### src/rtl/mat_mult_seq.sv
// Sequencer for a 2x2 by 2x2 matrix product on a shared matrix-vector multiplier.
// Each column of B is issued as one pass, and the two result columns are returned together.
module mat_mult_seq #(
    parameter int MV_LAT = 1
) (
    input  logic        clk,
    input  logic        reset_n,
    input  logic        in_valid,
    output logic        in_ready,
    input  logic [7:0]  in_a,
    input  logic [7:0]  in_b,
    output logic [7:0]  mv_mat,
    output logic [3:0]  mv_vec,
    input  logic [9:0]  mv_res,
    output logic        out_valid,
    input  logic        out_ready,
    output logic [19:0] out_c,
    output logic        busy,
    output logic [7:0]  done_cnt
);

    localparam int CW = (MV_LAT < 1) ? 1 : $clog2(MV_LAT + 1);
    localparam logic [CW-1:0] CNT_LAST = CW'(MV_LAT);

    typedef enum logic [1:0] {
        IDLE,
        COL0,
        COL1,
        DONE
    } state_t;

    state_t        state_q, state_d;
    logic [CW-1:0] cnt_q, cnt_d;
    logic [7:0]    a_q, a_d;
    logic [7:0]    b_q, b_d;
    logic [7:0]    mv_mat_q, mv_mat_d;
    logic [3:0]    mv_vec_q, mv_vec_d;
    logic [9:0]    res0_q, res0_d;
    logic          out_valid_q, out_valid_d;
    logic [19:0]   out_c_q, out_c_d;
    logic [7:0]    done_cnt_q, done_cnt_d;

    // Multiplier inputs are registered and loaded one edge ahead of each pass,
    // so they are stable for the whole pass.
    always_comb begin
        state_d     = state_q;
        cnt_d       = cnt_q;
        a_d         = a_q;
        b_d         = b_q;
        mv_mat_d    = mv_mat_q;
        mv_vec_d    = mv_vec_q;
        res0_d      = res0_q;
        out_valid_d = out_valid_q;
        out_c_d     = out_c_q;
        done_cnt_d  = done_cnt_q;

        case (state_q)
            IDLE: begin
                if (in_valid) begin
                    a_d      = in_a;
                    b_d      = in_b;
                    cnt_d    = '0;
                    mv_mat_d = in_a;
                    mv_vec_d = in_b[3:0];
                    state_d  = COL0;
                end
            end
            COL0: begin
                if (cnt_q == CNT_LAST) begin
                    res0_d   = mv_res;
                    cnt_d    = '0;
                    mv_mat_d = a_q;
                    mv_vec_d = b_q[7:4];
                    state_d  = COL1;
                end else begin
                    cnt_d = cnt_q + CW'(1);
                end
            end
            COL1: begin
                if (cnt_q == CNT_LAST) begin
                    out_c_d     = {mv_res, res0_q};
                    out_valid_d = 1'b1;
                    mv_mat_d    = '0;
                    mv_vec_d    = '0;
                    state_d     = DONE;
                end else begin
                    cnt_d = cnt_q + CW'(1);
                end
            end
            DONE: begin
                if (out_ready) begin
                    out_valid_d = 1'b0;
                    done_cnt_d  = done_cnt_q + 8'd1;
                    state_d     = IDLE;
                end
            end
            default: state_d = IDLE;
        endcase
    end

    always_ff @(posedge clk) begin
        if (!reset_n) begin
            state_q     <= IDLE;
            cnt_q       <= '0;
            a_q         <= '0;
            b_q         <= '0;
            mv_mat_q    <= '0;
            mv_vec_q    <= '0;
            res0_q      <= '0;
            out_valid_q <= 1'b0;
            out_c_q     <= '0;
            done_cnt_q  <= '0;
        end else begin
            state_q     <= state_d;
            cnt_q       <= cnt_d;
            a_q         <= a_d;
            b_q         <= b_d;
            mv_mat_q    <= mv_mat_d;
            mv_vec_q    <= mv_vec_d;
            res0_q      <= res0_d;
            out_valid_q <= out_valid_d;
            out_c_q     <= out_c_d;
            done_cnt_q  <= done_cnt_d;
        end
    end

    assign in_ready  = (state_q == IDLE);
    assign busy      = (state_q != IDLE);
    assign mv_mat    = mv_mat_q;
    assign mv_vec    = mv_vec_q;
    assign out_valid = out_valid_q;
    assign out_c     = out_c_q;
    assign done_cnt  = done_cnt_q;

endmodule
### config.mk
export PLATFORM = sky130hd
export DESIGN_NAME = mat_mult_seq
export DESIGN_NICKNAME = d
export VERILOG_FILES = /design/src/rtl/mat_mult_seq.sv
export SDC_FILE = /design/constraint.sdc
export NUM_CORES = 1
export LEC_CHECK = 0
export BUFFER_PORTS_ARGS = -buffer_cell sky130_fd_sc_hd__buf_2
export CORE_AREA = 4 4 76 113
export DETAILED_ROUTE_END_ITERATION = 6
export DIE_AREA = 0 0 80 117
export HOLD_SLACK_MARGIN = 0.02
export SLEW_MARGIN = 25
export SYNTH_ARGS = -nofsm -noshare
export SYNTH_HDL_FRONTEND = slang
export SYNTH_SLANG_ARGS = --single-unit
### constraint.sdc
create_clock -name clk -period 2.87 [get_ports clk]
set_clock_uncertainty 0.2 [all_clocks]
set_input_delay 0 -clock clk [delete_from_list [all_inputs] [get_ports clk]]
set_output_delay 0 -clock clk [all_outputs]
set_load 0.005 [all_outputs]
**After elaboration in Yosys (flattened, before gate mapping)**

Cells that the tools add are included.
W data, S select, Z words.

- Multiplexer cells: 20
- Eq/ne operators: 7
- Reduce and logical (&&, ||, !) cells: 12
- Add/sub/neg operators: 2

Operator list:

| kind | count |
|---|---|
| $mux W8 | 3 |
| $pmux W8 S3 | 1 |
| $mux W4 | 3 |
| $pmux W4 S3 | 1 |
| $reduce_and A2 Y1 | 5 |
| $add A8 B1 Y8 const B | 1 |
| $mux W2 | 4 |
| $ne A2 B2 Y1 const B | 4 |
| $pmux W2 S4 | 1 |
| $reduce_and A4 Y1 | 2 |
| $mux W1 | 5 |
| $eq A2 B2 Y1 const B | 2 |
| $reduce_bool A2 Y1 | 2 |
| $pmux W1 S3 | 1 |
| $reduce_and A3 Y1 | 1 |
| $reduce_bool A3 Y1 | 1 |
| $eq A2 B1 Y1 const B | 1 |
| $logic_not A2 Y1 | 1 |
| $pmux W1 S2 | 1 |
| $add A1 B1 Y1 const B | 1 |

- Word-level logic and storage cells: 51
- Input bits: 30
- Register bits: 70

**Logic depth before layout (Yosys ltp)**

Gate-level depths: netlist of run 1.

- Depth after elaboration: 3
- Mapped depth: 7
- Gate-level depth less buffers: 5

**Least setup slack after synthesis of run 1**

No wires, ideal clock.

- Path kind: flip-flop to flip-flop
- From: register state_q[0]
- To: register state_q[0]
- Data required time: 2.554 ns
- Stages on the path, launching flop included: 7
- Path buffers: 1
- Setup slack: 0.981 ns
- Period minus slack after synthesis: 1.889 ns
- Arrival time: 1.573 ns
- Cells stage by stage: dfxtp_1 inv_1 ha_1 o21ba_1 buf_6 or4_1 o211a_1

- Cells in the longest elaborated chain, start to end: 3
- Elaborated cells on any way between the ends: 10
- Those cells by class: eq/ne (7); mux (1); reduce/logical (2)

Ends and longest elaborated chain:

| item | RTL line | RTL |
|---|---|---|
| start: declaration | 32 | `state_t state_q, state_d;` |
| start signal: assignment | 114 | `state_q <= state_d;` |
| $eq A2 B1 Y1 (tied with other cells) | 57 | `case (state_q)` |
| $ne A2 B2 Y1 (no line) | - |  |
| $reduce_and A4 Y1 (no line) | - |  |

Several ways; a longest one is shown, not always the timed one.
A chain may end at the register's enable or synchronous reset.

**Final worst setup path of run 1**

Ends and elaborated chain as after synthesis.

==> flow_summary_export.csv, run 1 <==
group,metric,value,unit
routing,vias,2680,
setup_path,arrival,2.36,ns
placement,hpwlAfterDp,4.69,mm
layout,finalInstanceArea,0.00384,mm2
layout,fin_util,50.5,%
logic_synthesis,syn_inst,344,
setup_path,crit_fanout,26,
sta,worstMarginPinSlew,0.985,ns
global_route,antenna_found_initial,0,
power,p_leak,1.58,nW
logic_synthesis,synth_edf_count,0,
clocking,cts-root-buf,"clkbuf_16",
sta,fin_crit_sh,81.7,%
routing,viasPerCell,4.96,
power,power_frac_comb,27.3,%
floorplan,die_width,80,um
routing,drt-total-wl,7.20,mm
run,cap_viol_max_count,0,
routing,ant_nets,0,
logic_synthesis,synth-seq-area-share,47.2,%
setup_path,critical-path-max-stage-delay,0.60,ns
placement,dp_cells,495,
logic_synthesis,yosysUniqueCellTypes,29,
clocking,cts.sinks,66,
power,p_clk_share,39.5,%
setup_path,reg2reg_from,"state_q[0]$_SDFFE_PN0P_",
power,seqPwrFrac,33.2,%
clocking,cts_buffers,9,
placement,dpl_cell_area,0.00319,mm2
setup_path,r2r_slack,0.53,ns
worst_hold_path,hold_end,"cnt_q$_SDFFE_PN0P_",
layout,instances_no_fill,540,
logic_synthesis,synthArstFlopShare,0,%
logic_synthesis,synth_area_leaders,"dfxtp_1 47%, nand2_1 12%, a21oi_1 11%",
global_route,grt_pass1_wl,11.9,mm
setup_path,crit_type,"reg -> reg",
sta,slew_viol_final,0,
layout,syn_to_final_growth,37.3,%
clocking,cts_resized,0,
setup_path,crit_family,"compound AO/OA/AOI/OAI gates",
routing,first_pass_iters,5,
floorplan,pin_count,73,
logic_synthesis,synth_fp_nets,380,
placement,place_congestion,0.779,
clocking,cts_tree,"done",
setup_path,r2r-end,"state_q[0]$_SDFFE_PN0P_",
sta,setup-tns-final,0,ns
logic_synthesis,yosysTopAreaCellShare,47.2,%
floorplan,die_h,117,um
logic_synthesis,synth_area_leader_cell,"dfxtp_1",
setup_path,critPathSlowestCell,"or4_1",
setup_path,crit_path_start_kind,"register",
logic_synthesis,syn-cell-area,0.00280,mm2
clocking,htree_levels,3,
placement,portBuffers,72,
logic_synthesis,ys_seq_elements,66,
floorplan,coreArea,0.00761,mm2
global_route,track_usage,16.3,%
layout,fillers,754,
setup_path,critPathRequiredTime,2.89,ns
setup_path,r2r_cells,5,
sta,relSlewSlack,34.3,%
routing,drc,0,
global_route,gr-total-overflow,0,
power,peakVddDrop,595,uV
sta,period_needed,2.34,ns
sta,rsz0062_at_grt,"false",
power,p_per_area,879,mW/mm2
routing,drtIter0Drc,89,
floorplan,start_util,36.8,%
global_route,grt_pass1_vias,2510,
layout,num_antenna_cells,0,
global_route,grt_max_degree,64,
worst_hold_path,min_path_cells,5,
clocking,post_cts_buffers,0,
power,p_int,2.36,mW
setup_path,crit_buf_inv,1,
sta,setup_viol,0,
worst_hold_path,hold_path_class,"in -> reg",
logic_synthesis,ys_warn_count,0,
floorplan,row_count,39,
power,switching_share,30.2,%
layout,drive_gt1_share,21.0,%
clocking,cts_hold_buf,29,
clocking,cts.clk_slew.worst_paths,0.05,ns
power,p_switching,1.02,mW
setup_path,end_kind,"register",
logic_synthesis,synth_area_per_cell,8.14,um2
layout,nets,469,
routing,post_drt_wl_per_cell,13.3,um
setup_path,path_cells,"inv_1 -> ha_1 -> o21ba_1 -> or4_1 -> o211a_1",
clocking,clk_latency,0.33,ns
floorplan,dieArea,0.00936,mm2
status,outcome,"finished, final reports clean",
sta,clock.fmax,427,MHz
logic_synthesis,synth_ff_type,"dfxtp_1",
sta,final_hold_viol_count,0,
worst_hold_path,worst_hold_startpoint,"in_valid",
clocking,cts.path.max_buffers,2,
worst max-delay path by stage:
stage | from | endpoint | slack [ns] | cells after the start
finish | state_q[0]$_SDFFE_PN0P_ | state_q[0]$_SDFFE_PN0P_ | 0.53 | 5
floorplan | state_q[0]$_SDFFE_PN0P_ | state_q[0]$_SDFFE_PN0P_ | 0.98 | 6
global route | state_q[0]$_SDFFE_PN0P_ | state_q[0]$_SDFFE_PN0P_ | 0.40 | 5
detailed placement | state_q[0]$_SDFFE_PN0P_ | state_q[0]$_SDFFE_PN0P_ | 0.56 | 5
CTS | state_q[0]$_SDFFE_PN0P_ | state_q[0]$_SDFFE_PN0P_ | 0.54 | 5
global placement | state_q[0]$_SDFFE_PN0P_ | state_q[0]$_SDFFE_PN0P_ | 0.63 | 5
layout by cell type (no fill, tap or decap), types with 2 or more instances in the layout:
cell type and instances:
nor2_1 3, or3_1 4, clkinv_2 2, buf_2 72, or4_1 2, o21ai_0 5, nand4_1 2, a2111o_1 13
and2_1 3, bufinv_16 4, clkbuf_16 9, dfxtp_1 66, inv_1 7, nand2_1 92, o31ai_1 13, dlygate4sd3_1 29
buf_4 3, nand3_1 15, nand2b_1 14, ha_1 6, a21oi_1 62, nor2b_1 2
tightest hold or removal path: cells and delay by family:
kind                   cells  cell delay (ns)
buffers and inverters      2             0.32
AOI/OAI and AO/OA          2             0.23
and+or+nand+nor            1             0.04
power by group through the flow:
stage                     Clock [mW]  Combinational [mW]  Sequential (mW)
after global placement             0               0.872             1.14
after detailed placement           0               0.892             1.14
after CTS                       1.37               0.928             1.12
after global routing            1.41                1.03             1.14
final                           1.33               0.923             1.12
after floorplan                    0               0.694             1.12
Yosys cell counts, types with 2 or more instances:
cell type / number
buf_2: 6
or3_1: 4
or4_1: 2
o21ai_0: 5
buf_6: 2
nand4_1: 2
nor2_1: 3
nor2b_1: 2
nand2_1: 92
nand3_1: 15
a2111o_1: 13
dfxtp_1: 66
nand2b_1: 14
o31ai_1: 13
a21oi_1: 62
inv_1: 7
and2_1: 3
clkbuf_1: 17
ha_1: 6
state kept, by name, summed over array words and instances, names as in the netlist:
register	cells
state_q	2
b_q	4
a_q	8
out_valid	1
cnt_q	1
done_cnt	8
res0_q	10
out_c	20
mv_mat	8
mv_vec	4
routing by layer:
| layer | track usage, % | up-vias | routed length, um |
|---|---|---|---|
| met5 | 0 | - | 0 |
| met4 | 7.55 | 0 | 160 |
| met3 | 4.44 | 14 | 393 |
| met2 | 27.4 | 69 | 3650 |
| met1 | 19.1 | 1233 | 3000 |
| li1 | - | 1364 | - |
cell families (layout without fill, tap and decap cells):
group                      count (synthesis)  in the layout  share of synthesized area [%]
buffers and inverters                     34            128                           5.50
adders and majority gates                  6              6                           2.68
xor gates and xnor gates                   2              2                          0.626
AOI/OAI and AO/OA                         97             97                           21.9
DFF                                       66             66                           47.2
and+or+nand+nor                          138            138                           21.7
muxes                                      1              1                          0.357
stage by stage:
step / hold WS, ns / worst slack (ns) / power [mW]
CTS: 0.0971 / 0.544 / 3.42
global placement: 0.0490 / 0.625 / 2.01
global route: 0.140 / 0.400 / 3.57
finish: 0.115 / 0.526 / 3.38
floorplan: -0.0825 / 0.981 / 1.82
detailed placement: 0.0517 / 0.561 / 2.03
layout make-up:
class	count	area (um2)	share of cell area [%]
Multi-Input combinational cell	244	1330	34.5
Sequential cell	66	1320	34.4
Timing Repair Buffer	104	673	17.5
Clock buffer	9	225	5.86
Clock inverter	7	141	3.68
Tap cell	102	128	3.32
Inverter	8	31.3	0.814
Note: power is estimated with default switching activity, not from simulation.
==> inputs of run 2 (changes only) <==
--- a/config.mk
+++ b/config.mk
@@ -5,6 +5,7 @@
 export SDC_FILE = /design/constraint.sdc
 export NUM_CORES = 1
 export LEC_CHECK = 0
+export ABC_AREA = 1
 export BUFFER_PORTS_ARGS = -buffer_cell sky130_fd_sc_hd__buf_2
 export CORE_AREA = 4 4 76 113
 export DETAILED_ROUTE_END_ITERATION = 6
==> constraint.sdc (replaced) <==
create_clock -name clk -period 2.3 [get_ports clk]
set_clock_uncertainty 0.2 [all_clocks]
set_input_delay 0 -clock clk [delete_from_list [all_inputs] [get_ports clk]]
set_output_delay 0 -clock clk [all_outputs]
set_load 0.005 [all_outputs]
==> flow_summary_export.csv, run 2 <==
group,metric,value,unit
floorplan,row_count,39,
power,p_clk_share,29.2,%
setup_path,path_cells,"inv_1 -> ha_2 -> nand2_1 -> buf_4 -> o21ai_0 -> a21oi_1 -> dlygate4sd3_1",
sta,period_needed,2.14,ns
setup_path,critical-path-max-stage-delay,0.56,ns
setup_path,end_kind,"register",
clocking,htree_levels,3,
sta,slew_viol_final,0,
setup_path,critPathRequiredTime,2.30,ns
logic_synthesis,synth_commonest_cells,"105 x nor2_1, 76 x nand2_1, 66 x dfxtp_1",
global_route,track_usage,16.5,%
layout,drive_gt1_share,18.2,%
sta,setup-tns-final,0,ns
power,finalPower,4.61,mW
logic_synthesis,synthAdderAreaFrac,2.65,%
logic_synthesis,ys_seq_elements,66,
placement,dp_slack,0.360,ns
run,cap_viol_max_count,0,
logic_synthesis,synthXorXnorAreaFrac,0,%
global_route,antenna_found_initial,0,
routing,first_pass_iters,6,
routing,post_drt_wl_per_cell,11.5,um
layout,num_antenna_cells,0,
layout,multi_input_area,0.00123,mm2
power,p_switching,1.64,mW
power,power_frac_comb,37.7,%
logic_synthesis,syn-cell-area,0.00283,mm2
status,outcome,"finished, final reports clean",
global_route,grt_max_degree,36,
sta,rsz0062_at_grt,"false",
logic_synthesis,synth.area.mux_share,0,%
logic_synthesis,synth_area_leaders,"dfxtp_1 47%, nor2_1 14%, nand2_1 10%",
floorplan,coreArea,0.00761,mm2
layout,syn_to_final_growth,37.5,%
logic_synthesis,synth_edf_count,0,
power,p_int,2.97,mW
sta,fin_crit_sh,92.8,%
clocking,cts_tree,"done",
clocking,post_cts_buffers,0,
logic_synthesis,synthArstFlopShare,0,%
global_route,grt_pass1_vias,2706,
power,p_leak,1.89,nW
layout,nets,542,
clocking,cts_buffers,9,
floorplan,start_util,37.2,%
setup_path,crit_path_start_kind,"register",
floorplan,pin_count,73,
placement,place_congestion,0.773,
layout,finalInstanceArea,0.00389,mm2
layout,seq_area,0.00132,mm2
routing,drt-total-wl,7.02,mm
clocking,cts.path.max_buffers,2,
placement,portBuffers,72,
floorplan,die_width,80,um
sta,clock.fmax,468,MHz
floorplan,dieArea,0.00936,mm2
logic_synthesis,synth_ff_type,"dfxtp_1",
logic_synthesis,yosysUniqueCellTypes,21,
logic_synthesis,synth_area_per_cell,7.04,um2
logic_synthesis,synth-simple-area-share,27.3,%
clocking,cts.clk_slew.worst_paths,0.05,ns
setup_path,crit_family,"buffers and inverters",
layout,largest_reg_flops,20,
logic_synthesis,ys_warn_count,0,
power,switching_share,35.6,%
setup_path,crit_fanout,13,
routing,ant_nets,0,
layout,final_common_cell,"nor2_1",
global_route,grt_pass1_wl,12.1,mm
sta,final_hold_viol_count,0,
routing,drc,0,
logic_synthesis,synth_fp_nets,438,
setup_path,crit_type,"reg -> reg",
power,p_per_area,1180,mW/mm2
sta,worst_slack,0.165,ns
layout,mostFrequentLayoutCells,"105 x nor2_1, 76 x nand2_1, 72 x buf_2, 66 x dfxtp_1, 50 x o21ai_0",
logic_synthesis,synth_compound_area_share,13.6,%
worst_hold_path,hold_path_class,"in -> reg",
clocking,cts-root-buf,"clkbuf_16",
logic_synthesis,synth_top_family_by_area,"simple AND/OR/NAND/NOR gates",
clocking,clk_latency,0.32,ns
logic_synthesis,synth-seq-area-share,46.7,%
placement,hpwlAfterDp,4.67,mm
setup_path,arrival,2.14,ns
setup_path,critPathSlowestCell,"dlygate4sd3_1",
power,seqPwrFrac,33.1,%
sta,worstMarginPinSlew,0.681,ns
routing,drtIter0Drc,173,
setup_path,crit_buf_inv,3,
clocking,cts.sinks,66,
sta,setup_viol,0,
logic_synthesis,syn_inst,402,
layout,fillers,789,
placement,dpl_cell_area,0.00324,mm2
floorplan,die_h,117,um
routing,viasPerCell,4.53,
routing,vias,2779,
logic_synthesis,synth_most_common_cell,"nor2_1",
logic_synthesis,yosysTopAreaCellShare,46.7,%
sta,relSlewSlack,54.6,%
logic_synthesis,synth_area_leader_cell,"dfxtp_1",
global_route,gr-total-overflow,0,
power,peakVddDrop,614,uV
-- run 2: changes by cell type after synthesis, sizes merged, moves of 14 or more --
cell	delta
nand2	-15
a21oi	-42
nor2	+102
o21ai	+46
inv	+33
nand2b	-14
-- run 2: worst paths after layout --
path / start / endpoint / slack [ns] / depth (start not counted)
min: in_a[2] / a_q[2]$_SDFFE_PN0P_ / 0.27 / 4
max: state_q[0]$_SDFFE_PN0P_ / b_q[7]$_SDFFE_PN0P_ / 0.16 / 7
min reg2reg: mv_mat[4]$_SDFFE_PN0P_ / mv_mat[4]$_SDFFE_PN0P_ / 0.27 / 2
max reg2reg: state_q[0]$_SDFFE_PN0P_ / b_q[7]$_SDFFE_PN0P_ / 0.16 / 7
-- run 2: cells by family after synthesis --
group / after synthesis
fa+ha+maj: 6
compound gates: 72
flops: 66
buf+inv: 60
simple gates: 198
-- run 2: area by class of cell --
type                    instances  area share [%]
clock buffers                  14            6.78
multi-input cells             276            31.7
repair buffers                111            19.3
inverters                      42            4.05
well taps                     102            3.28
clock inverters                 2           0.900
flip-flops and latches         66            33.9
-- run 2: repair_timing --
action,4_1_cts,5_1_grt
hold endpoints to repair,62,0
setup endpoints to repair,0,6
gates resized for setup,0,1
hold buffers,35,0
-- run 2: routing by layer --
| layer | up-vias | part of all wire [%] | track usage, % |
|---|---|---|---|
| li1 | 1457 | - | - |
| met5 | - | 0 | 0 |
| met1 | 1236 | 40 | 17.6 |
| met2 | 74 | 52 | 29.1 |
| met3 | 12 | 5.3 | 3.83 |
| met4 | 0 | 2.9 | 10.4 |
-- run 2: tightest hold or removal path: cells and delay by family --
kind | cells | cell delay [ns]
buf+inv | 3 | 0.66
compound gates | 1 | 0.11
-- run 2: power by group through the flow --
stage / combinational, mW / clock (mW) / sequential (mW)
CTS: 1.72 / 1.39 / 1.53
global route: 2.03 / 1.44 / 1.55
floorplan: 1.23 / 0 / 1.54
finish: 1.74 / 1.35 / 1.53
global placement: 1.62 / 0 / 1.54
detailed placement: 1.63 / 0 / 1.55
-- run 2: per-stage QoR --
| step | hold WS, ns | utilization, % | instances |
|---|---|---|---|
| finish | 0.272 | 51.2 | 613 |
| CTS | 0.263 | 51.1 | 613 |
| global placement | 0.0653 | 42.6 | 562 |
| global route | 0.289 | 51.2 | 613 |
| detailed placement | 0.0625 | 42.6 | 562 |
| floorplan | -0.0523 | - | 402 |
